File: src/rtl/textlcd_ctrl_pkg.sv
// Shared types and constants for the HD44780 8-bit write-only sequencer.
package textlcd_ctrl_pkg;

    localparam int CNT_W    = 24;
    localparam int INIT_LEN = 6;
    localparam int IDX_W    = 3;

    typedef enum logic [2:0] {
        ST_PWRUP = 3'd0,
        ST_LOAD  = 3'd1,
        ST_SETUP = 3'd2,
        ST_EHIGH = 3'd3,
        ST_HOLD  = 3'd4,
        ST_EXEC  = 3'd5,
        ST_IDLE  = 3'd6
    } state_e;

    // Entry 0 is the rightmost element: 0x38, 0x38, 0x38, 0x0C, 0x01, 0x06.
    localparam logic [INIT_LEN-1:0][7:0] INIT_ROM = {8'h06, 8'h01, 8'h0C, 8'h38, 8'h38, 8'h38};

    // Clear display (0x01) and return home (0x02/0x03) need the long execution wait.
    function automatic logic is_long_cmd(input logic rs, input logic [7:0] data);
        return (rs == 1'b0) && ((data == 8'h01) || (data == 8'h02) || (data == 8'h03));
    endfunction

endpackage

File: src/rtl/textlcd_ctrl.sv
// HD44780 sequencer: power-up wait, fixed init sequence, then timed single-byte
// writes accepted over a valid/ready handshake.
module textlcd_ctrl
    import textlcd_ctrl_pkg::*;
#(
    parameter int unsigned T_PWRUP = 32'd750000,
    parameter int unsigned T_SETUP = 32'd2,
    parameter int unsigned T_EPW   = 32'd12,
    parameter int unsigned T_HOLD  = 32'd2,
    parameter int unsigned T_EXEC  = 32'd2000,
    parameter int unsigned T_LONG  = 32'd80000
) (
    input  logic       ACLK,
    input  logic       ARESET,
    input  logic       cmd_valid,
    output logic       cmd_ready,
    input  logic       cmd_rs,
    input  logic [7:0] cmd_data,
    output logic       init_done,
    output logic       busy,
    output logic       lcd_rs,
    output logic       lcd_rw,
    output logic       lcd_e,
    output logic [7:0] lcd_data
);

    state_e             state_q, state_d;
    logic [CNT_W-1:0]   cnt_q, cnt_d;
    logic [IDX_W-1:0]   idx_q, idx_d;
    logic               init_done_q, init_done_d;
    logic               rs_q, rs_d;
    logic [7:0]         data_q, data_d;
    logic               long_q, long_d;
    logic               e_q, e_d;
    logic               ready_q, ready_d;
    logic               cnt_zero_s;

    // Counter reload value: phase length minus one, so each phase lasts exactly its parameter.
    function automatic logic [CNT_W-1:0] load_val(input state_e st, input logic long_cmd);
        case (st)
            ST_PWRUP: load_val = CNT_W'(T_PWRUP - 32'd1);
            ST_SETUP: load_val = CNT_W'(T_SETUP - 32'd1);
            ST_EHIGH: load_val = CNT_W'(T_EPW - 32'd1);
            ST_HOLD:  load_val = CNT_W'(T_HOLD - 32'd1);
            ST_EXEC:  load_val = long_cmd ? CNT_W'(T_LONG - 32'd1) : CNT_W'(T_EXEC - 32'd1);
            default:  load_val = {CNT_W{1'b0}};
        endcase
    endfunction

    assign cnt_zero_s = (cnt_q == {CNT_W{1'b0}});

    // Next-state, counter and latched-byte logic.
    always_comb begin
        state_d     = state_q;
        idx_d       = idx_q;
        init_done_d = init_done_q;
        rs_d        = rs_q;
        data_d      = data_q;
        long_d      = long_q;
        if (!cnt_zero_s) begin
            cnt_d = cnt_q - {{(CNT_W-1){1'b0}}, 1'b1};
        end else begin
            cnt_d = cnt_q;
        end

        case (state_q)
            ST_PWRUP: begin
                if (cnt_zero_s) state_d = ST_LOAD;
                else            state_d = ST_PWRUP;
            end
            ST_LOAD: begin
                state_d = ST_SETUP;
                rs_d    = 1'b0;
                data_d  = INIT_ROM[idx_q];
                long_d  = is_long_cmd(1'b0, INIT_ROM[idx_q]);
            end
            ST_SETUP: begin
                if (cnt_zero_s) state_d = ST_EHIGH;
                else            state_d = ST_SETUP;
            end
            ST_EHIGH: begin
                if (cnt_zero_s) state_d = ST_HOLD;
                else            state_d = ST_EHIGH;
            end
            ST_HOLD: begin
                if (cnt_zero_s) state_d = ST_EXEC;
                else            state_d = ST_HOLD;
            end
            ST_EXEC: begin
                if (!cnt_zero_s) begin
                    state_d = ST_EXEC;
                end else if (!init_done_q && (idx_q < IDX_W'(INIT_LEN - 1))) begin
                    idx_d   = idx_q + 3'd1;
                    state_d = ST_LOAD;
                end else begin
                    init_done_d = 1'b1;
                    state_d     = ST_IDLE;
                end
            end
            ST_IDLE: begin
                if (cmd_valid) begin
                    state_d = ST_SETUP;
                    rs_d    = cmd_rs;
                    data_d  = cmd_data;
                    long_d  = is_long_cmd(cmd_rs, cmd_data);
                end else begin
                    state_d = ST_IDLE;
                end
            end
            default: state_d = ST_PWRUP;
        endcase

        if (state_d != state_q) begin
            cnt_d = load_val(state_d, long_d);
        end else begin
            cnt_d = cnt_d;
        end

        e_d     = (state_d == ST_EHIGH);
        ready_d = (state_d == ST_IDLE);
    end

    // State and output registers; reset drops every pin immediately, E included.
    always_ff @(posedge ACLK or posedge ARESET) begin
        if (ARESET) begin
            state_q     <= ST_PWRUP;
            cnt_q       <= CNT_W'(T_PWRUP - 32'd1);
            idx_q       <= {IDX_W{1'b0}};
            init_done_q <= 1'b0;
            rs_q        <= 1'b0;
            data_q      <= 8'h00;
            long_q      <= 1'b0;
            e_q         <= 1'b0;
            ready_q     <= 1'b0;
        end else begin
            state_q     <= state_d;
            cnt_q       <= cnt_d;
            idx_q       <= idx_d;
            init_done_q <= init_done_d;
            rs_q        <= rs_d;
            data_q      <= data_d;
            long_q      <= long_d;
            e_q         <= e_d;
            ready_q     <= ready_d;
        end
    end

    assign cmd_ready = ready_q;
    assign busy      = ~ready_q;
    assign init_done = init_done_q;
    assign lcd_rs    = rs_q;
    assign lcd_rw    = 1'b0;
    assign lcd_e     = e_q;
    assign lcd_data  = data_q;

endmodule

File: config.mk
export PLATFORM = sky130hd
export DESIGN_NAME = textlcd_ctrl
export DESIGN_NICKNAME = d
export VERILOG_FILES = /design/src/rtl/textlcd_ctrl_pkg.sv /design/src/rtl/textlcd_ctrl.sv
export SDC_FILE = /design/constraint.sdc
export NUM_CORES = 1
export LEC_CHECK = 0
export BUFFER_PORTS_ARGS = -buffer_cell sky130_fd_sc_hd__buf_2
export CORE_ASPECT_RATIO = 1.25
export CORE_UTILIZATION = 45
export DETAILED_ROUTE_END_ITERATION = 7
export PLACE_DENSITY = 0.67
export SLEW_MARGIN = 30
export SYNTH_ARGS = -nofsm -noshare
export SYNTH_HDL_FRONTEND = slang
export SYNTH_SLANG_ARGS = --single-unit
File: constraint.sdc
create_clock -name ACLK -period 3.2 [get_ports ACLK]
set_clock_uncertainty 0.15 [all_clocks]
set_input_delay 0.32 -clock ACLK [delete_from_list [all_inputs] [get_ports ACLK]]
set_output_delay 0.32 -clock ACLK [all_outputs]
set_load 0.01 [all_outputs]
==> key figures, run 1 <==
Clock tree
  • Root buffer cell: clkbuf_8
  • Clock Latency Late Sink: 0.29 ns
  • Reg clk slew, reported paths: 0.08 ns
  • CTS H-tree depth: 2
  • Total CTS buffers: 5
  • CTS tree: built
  • Clock buffer depth: 2
  • Clk sinks: 43

Worst setup path
  • Crit path cell chain: or4_4, or4_1, or4_4, nor2_1, nor2_1, o211ai_1
  • Critical path class: reg -> reg
  • Setup crit end kind: register
  • CP Launch Type: register
  • CP required: 3.26 ns
  • Slowest CP cell: or4_4
  • Critical R2R Launch: cnt_q[10]
  • Worst setup path startpoint: cnt_q[10]
  • WP buf/inv: 0
  • Largest fanout on the critical path: 18
  • Crit path DAT: ~3.1 ns
  • Crit-path leading delay family: simple AND/OR/NAND/NOR gates
  • Critical Path Max Stage Delay: between 0.6 and 0.7 ns

Synthesis
  • Compound-Gate Fraction of Synth Area: 0.171
  • Post-synth EDFFs: 0
  • Mapped Nets: ~300
  • Post-Synth Adder-Cell Area: 0.0149
  • Synth Register Bits: 43
  • Synth Area per Inst: 8.95 um2
  • FFs w/ async S/R, synth: 1.00
  • Top-area cell type share of the netlist area: 0.299
  • Number of library cell types mapped by synthesis: 51
  • Main combinational cell family by area after synthesis: simple AND/OR/NAND/NOR gates
  • YS warnings: 0
  • XOR/XNOR Fraction of Synth Area: 0.0697
  • Mux share of post-synthesis cell area: 0.0169
  • Commonest register cell after synthesis: dfrtp_1
  • Cell taking the most area after synthesis: dfrtp_1
  • Synthesized cell area: between 2000 and 3000 um2
  • Post-synthesis sequential area ratio: 0.435
  • Cells after Synth: between 200 and 300
  • Post-Synth Simple-Gate Area: 0.245
  • Top post-synthesis cells by area: dfrtp_1, dfstp_2, o21ai_0

Final layout
  • Non-Filler Instances: around 370
  • P&R area growth vs syn: 11.6%
  • Share of cells above drive strength 1: 0.214
  • ANT cells: 0
  • Post-route cell area: 2810 um2
  • Nets: between 300 and 400
  • Layout fillers: about 500

Timing
  • Final worst-path cycle share: 0.946
  • Crit path time final: 3.03 ns
  • Hold Vio Cnt, Final: 0
  • Unrepaired setup endpoints after global routing: false
  • Setup TNS: 0 ns
  • Worst-Margin Slew: 0.564 ns
  • Slew Limit Headroom: 0.623
  • Slew Viols, Final: 0
  • Fmax: 0.330 GHz
  • Final Setup Violations: 0
  • Hold Slack: 0.135 ns

Routing
  • Drt wl/cell: approximately 15 um
  • Post-DRT Antenna Nets: 0
  • Final WL: 5.73 mm
  • Vias post-DR: 2,141
  • Vias per inst: about 5.8
  • Initial DRC count: 141
  • First-pass detailed-route iteration total: 4
  • Residual DRC: 0

Pwr
  • Leakage: roughly 1.1 nW
  • Internal Power: 705 uW
  • VDD IR-drop max: 0.205 mV
  • Power share of the clock group: 0.371
  • Sw frac: 0.222
  • PwrDens: 323 nW/um2
  • Total Power: 905 uW
  • Register share of total power: 0.601
  • Comb power frac: 0.029
  • P_sw: 201 uW

Die
  • Initial core utilization: 0.465
  • DIE AREA: 5890 um2
  • Area of the core: around 5400 um2
  • Die Width: just under 70 um
  • Ports: 26
  • Die Ht: 85.6 um
  • FP Rows: 30

GRT
  • Antenna violations before repair: 0
  • Largest net degree at the start of global routing: 28
  • GRT Resource Usage Total: 0.224
  • Global-route wire length before repair: 9.95 mm
  • Vias in the first global route: 2,121
  • Grt ovf: 0

Placed design
  • Port Buf Inserts: 24
  • Placed Cells: roughly 360
  • DP HPWL: 4.18 mm
  • Routability cong.: 0.861
  • Dpl cell area: 2710 um2

Worst hold path
  • Worst hold start: cmd_data[7]
  • Hold Path Class: in -> reg

Flow run
  • Max cap viols: 0

Status
  • Status: finished, final reports clean
-- placed cells by master (no fill, tap or decap), drive strengths merged, types with 3 or more instances in the layout --
cell type  synthesis  final
a21oi             13     13
a31oi              3      3
buf                6     35
clkbuf            11      6
dfrtp             30     30
dfstp             13     13
ha                 3      3
inv                8      8
nand2             23     23
nand2b             3      3
nand3              9      9
nand4              4      4
nor2              30     30
nor2b              6      6
nor3              12     12
nor4              10     10
o211ai             6      6
o21ai             30     30
o31ai              3      3
or3                5      5
or4                6      6
xnor2             10     10
xor2              10     10
-- cells in the mapped netlist, types with 2 or more instances --
cell       instances
nand2_1           23
xnor2_1           10
nand2b_1           3
nand3_1            9
o2bb2ai_1          2
ha_1               3
o211ai_1           4
o21ai_0           30
a21oi_1           12
buf_2              3
o31ai_1            3
a21o_1             2
inv_1              8
o211ai_2           2
nor2b_1            6
or4_4              2
xor2_1            10
and2_1             2
o21a_1             2
nand3b_1           2
or4_1              4
nor4_1             8
clkbuf_1          11
mux2i_1            2
mux2_2             2
dfstp_2           13
nand4_1            4
dfrtp_1           30
a31oi_1            3
nor3_1            11
or3_1              5
nor2_1            30
buf_6              2
-- layout make-up --
class	count	area, um2	share of cell area
clock inverter	2	12.5	0.00446
inverter	8	30.0	0.0107
multi-input combinational	213	1310	0.465
timing repair buffer	36	213	0.0758
clock buffer	6	72.6	0.0259
tap	64	80.1	0.0285
sequential	43	1090	0.389
-- layer usage --
layer,vias to the layer above,track usage,part of all wire
li1,1050,-,-
met1,1019,0.278,0.43
met2,64,0.375,0.51
met3,8,0.0465,0.046
met4,0,0.0798,0.015
met5,-,0,0
-- cell families after synthesis --
| family | Yosys count |
|---|---|
| buffers and inverters | 25 |
| AO/OA/AOI/OAI | 69 |
| XOR/XNOR | 20 |
| AND/OR/NAND/NOR | 116 |
| multiplexers | 4 |
| adder cells (fa/ha/maj) | 3 |
| flip-flops | 43 |
| other | 1 |
-- metrics by stage --
stage,util,setup WS (ns)
2_1_floorplan,-,0.380
3_3_place_gp,0.501,0.227
3_5_place_dp,0.501,0.184
4_1_cts,0.519,0.182
5_1_grt,0.519,0.0485
6_report,0.519,0.173
-- path summary, 6_finish.rpt --
check / to / depth (start not counted) / slack, ns
max: cnt_q[3] / 6 / 0.17
min: lcd_data[7] / 3 / 0.13
max reg2reg: cnt_q[3] / 6 / 0.17
min reg2reg: lcd_data[3] / 2 / 0.33
max in group asynchronous: cnt_q[3] / 4 / 1.72
min in group asynchronous: lcd_data[6] / 3 / 0.47
-- repair_timing --
| action | CTS | global route |
|---|---|---|
| hold buffers | 1 | 0 |
| setup buffers | 0 | 0 |
| resized for setup | 0 | 0 |
| hold endpoints to repair | 19 | 0 |
-- power by group through the flow --
stage                     sequential, mW  combinational [mW]  clock, mW
after global placement             0.554              0.0255          0
after floorplan                    0.554              0.0135          0
after detailed placement           0.554              0.0256          0
after global routing               0.544              0.0307      0.372
after CTS                          0.544              0.0266      0.351
final                              0.544              0.0259      0.336
-- registers in the layout, indices dropped and copies added (netlist names) --
signal	flops
cmd_ready	1
cnt_q	24
idx_q	3
init_done	1
lcd_data	8
lcd_e	1
lcd_rs	1
long_q	1
state_q	3
-- tightest hold or removal path, cell delays in order --
cell     delay, ns
buf_2         0.10
nand2_1       0.05
o21ai_0       0.06
(Power assumes the default switching activity.)
==> run 2, diff against run 1 <==
--- a/config.mk
+++ b/config.mk
@@ -5,11 +5,12 @@
 export SDC_FILE = /design/constraint.sdc
 export NUM_CORES = 1
 export LEC_CHECK = 0
+export ABC_AREA = 1
 export BUFFER_PORTS_ARGS = -buffer_cell sky130_fd_sc_hd__buf_2
 export CORE_ASPECT_RATIO = 1.25
 export CORE_UTILIZATION = 45
 export DETAILED_ROUTE_END_ITERATION = 7
-export PLACE_DENSITY = 0.67
+export PLACE_DENSITY = 0.66
 export SLEW_MARGIN = 30
 export SYNTH_ARGS = -nofsm -noshare
 export SYNTH_HDL_FRONTEND = slang
==> run 2 against run 1 <==
Compared with the run above: the run now ends with design-rule violations left; power is 0.61% lower; flip-flop and latch count unchanged; maximum frequency rose by 21%; sequential share of layout area is 1.3 points lower; critical path type unchanged; highest routed layer unchanged.
==> key figures, run 2 <==
Pwr
  • PwrDens: 310 nW/um2 (-3.8%)
  • Total Power: 900 uW (-0.61%)
  • VDD IR-drop max: 0.142 mV (-31%)
  • Leakage: 1.41 nW (+23%)

Routing
  • Drt wl/cell: 12.6 um (-18%)
  • Residual DRC: 10 (+10)
  • First-pass detailed-route iteration total: 6 (+2)
  • Final WL: 5.35 mm (-6.6%)
  • Post-DRT Antenna Nets: 0 (unchanged)
  • Vias per inst: 5.10 (-11%)
  • Vias post-DR: 2,163 (+1.0%)
  • Initial DRC count: 97 (-31%)

Clock tree
  • Total CTS buffers: 5 (unchanged)
  • Reg clk slew, reported paths: 0.08 ns (about the same)
  • Clock buffer depth: 2 (unchanged)
  • Clock Latency Late Sink: 0.29 ns (about the same)
  • CTS H-tree depth: 2 (unchanged)
  • Hold_buf cts: 1 (unchanged)
  • Post-CTS resize count: 0 (unchanged)
  • Root buffer cell: clkbuf_8
  • Setup repair bufs after CTS: 0 (unchanged)
  • CTS tree: built
  • Clk sinks: 43 (unchanged)

Final layout
  • Layout fillers: 546 (+7.1%)
  • Most flops, register: cnt_q
  • Most frequent cells in the layout: nand2_1, nor2_1, inv_1
  • Max reg flops: 24 (unchanged)
  • Nets: 374 (+16%)
  • Most common cell after layout, fill and taps aside: nand2_1
  • Non-Filler Instances: 424 (+14%)
  • Share of cells above drive strength 1: 0.211 (-0.00317)
  • Register area: 1090 um2 (unchanged)
  • P&R area growth vs syn: 9.45%
  • ANT cells: 0 (unchanged)
  • Area of the multi-input gates: 1320 um2 (+1.4%)

Die
  • Initial core utilization: 0.477 (+0.0118)
  • Ports: 26 (unchanged)
  • Die Ht: 87.8 um (+2.6%)
  • Area of the core: 5560 um2 (+2.8%)
  • DIE AREA: 6200 um2 (+5.2%)
  • FP Rows: 30 (unchanged)
  • Die Width: 70.6 um (+2.6%)

Worst setup path
  • Critical path class: reg -> reg
  • WP buf/inv: 3 (+3)
  • Internal reg-to-reg setup slack: 0.70 ns (+0.52 ns)
  • Critical Path Max Stage Delay: 0.52 ns (-0.16 ns)
  • Crit path cell chain: inv_1, ha_1, nand2_2, inv_1, nand2_1, nor2_1, nand3_1, inv_1, a31oi_2, nand2_4, nand2_1, a21oi_1
  • Crit-path leading delay family: simple AND/OR/NAND/NOR gates
  • Setup crit end kind: register
  • Largest fanout on the critical path: 14 (-4)
  • Slowest CP cell: dfstp_2
  • Crit path DAT: 2.57 ns (-0.52 ns)
  • CP required: 3.27 ns (about the same)
  • CP Launch Type: register
  • Most Frequent Cell on Critical Path: inv_1

Synthesis
  • Leading cell type by number of instances after synthesis: nand2_1
  • Compound-Gate Fraction of Synth Area: 0.0912 (-0.0796)
  • Synth Area per Inst: 8.00 um2 (-11%)
  • Commonest register cell after synthesis: dfrtp_1
  • Mux share of post-synthesis cell area: 0.00425 (-0.0127)
  • List of most frequent post-synthesis cells: nand2_1, nor2_1, inv_1, dfrtp_1, nand3_1
  • Post-synth EDFFs: 0 (unchanged)
  • Synth Register Bits: 43 (unchanged)
  • FFs w/ async S/R, synth: 1.00 (unchanged)
  • Main combinational cell family by area after synthesis: simple AND/OR/NAND/NOR gates
  • XOR/XNOR Fraction of Synth Area: 0.0727 (+0.00306)
  • Top post-synthesis cells by area: dfrtp_1, dfstp_2, nand2_1
  • YS warnings: 0 (unchanged)
  • Cell taking the most area after synthesis: dfrtp_1
  • Mapped Nets: 346 (+17%)
  • Cells after Synth: 331 (+18%)
  • Post-Synth Simple-Gate Area: 0.316 (+0.0706)
  • Number of library cell types mapped by synthesis: 39 (-24%)
  • Post-synthesis sequential area ratio: 0.412 (-0.0222)
  • Top-area cell type share of the netlist area: 0.283 (-0.0152)
  • Synthesized cell area: 2650 um2 (+5.4%)
  • Post-Synth Adder-Cell Area: 0.0142 (-0.000762)

Timing
  • Worst-Margin Slew: 0.740 ns (+0.176 ns)
  • Final Setup Violations: 0 (unchanged)
  • Fmax: 0.399 GHz (+21%)
  • Setup TNS: 0 ns (unchanged)
  • Hold Vio Cnt, Final: 0 (unchanged)
  • Unrepaired setup endpoints after global routing: false
  • Slew Limit Headroom: 0.504 (-0.120)
  • Slew Viols, Final: 0 (unchanged)
  • Crit path time final: 2.50 ns (-0.524 ns)
  • Final worst-path cycle share: 0.782 (-0.164)

Flow run
  • Max cap viols: 0 (unchanged)

GRT
  • Largest net degree at the start of global routing: 24 (-14%)
  • GRT Resource Usage Total: 0.187 (-0.0367)
  • Vias in the first global route: 2,038 (-3.9%)
  • Global-route wire length before repair: 9.04 mm (-9.1%)
  • Antenna violations before repair: 0 (unchanged)
  • Grt ovf: 0 (unchanged)

Placed design
  • Routability cong.: 0.844 (-2.0%)
  • DP HPWL: 4.15 mm (-0.69%)
  • Placed Cells: 415 (+14%)
  • Port Buf Inserts: 24 (unchanged)

Status
  • Status: finished with violations
  • Violated checks: design-rule violations

Worst hold path
  • Hold Path Class: in -> reg
run 2: cell type report:
type                    instances  area share
repair buffers                 28      0.0527
well taps                      64      0.0276
clock buffers                   8      0.0276
inverters                      44      0.0587
flip-flops and latches         43       0.377
multi-input cells             237       0.457
run 2: through the flow:
step                utilization  worst slack, ns  cell area (um2)  hold WS, ns
global route              0.522            0.497             2900        0.135
global placement          0.506            0.755             2810        0.223
CTS                       0.522            0.699             2900        0.134
floorplan                     -            0.970             2650        0.317
finish                    0.522            0.696             2900        0.136
detailed placement        0.506            0.714             2810        0.234
run 2: worst reg2reg max path: stages (launching register included):
cell and delay [ns]:
dfstp_2 0.52, inv_1 0.08, ha_1 0.25, nand2_2 0.12
inv_1 0.07, nand2_1 0.08, nor2_1 0.08, nand3_1 0.14
inv_1 0.07, a31oi_2 0.36, nand2_4 0.22, nand2_1 0.21
a21oi_1 0.09
run 2: report_power, final:
part,switching (mW),internal [mW]
clock,0.177,0.155
sequential,0,0.544
combinational,0.0161,0.00723
total,0.193,0.706
run 2: cells by family (layout without fill, tap and decap cells):
| family | after synthesis | after routing |
|---|---|---|
| other | 1 | 1 |
| buffers and inverters | 51 | 80 |
| muxes | 1 | 1 |
| and+or+nand+nor | 174 | 174 |
| adders and majority gates | 3 | 3 |
| AOI/OAI and AO/OA | 36 | 36 |
| DFF | 43 | 43 |
| xor gates and xnor gates | 22 | 22 |
run 2: final timing paths:
kind | cells after the start | from | to
min reg2reg | 2 | init_done | init_done
min in group asynchronous | 3 | ARESET | cnt_q[6]
max reg2reg | 12 | cnt_q[0] | cnt_q[13]
max in group asynchronous | 4 | ARESET | cnt_q[20]
min | 3 | cmd_rs | lcd_rs
max | 12 | cnt_q[0] | cnt_q[13]
run 2: routing by layer:
layer,vias to the layer above,part of all wire,GRT usage
met2,29,0.50,0.345
met1,1020,0.46,0.215
met5,-,0,0
met4,0,0.016,0.0709
li1,1107,-,-
met3,7,0.027,0.0391
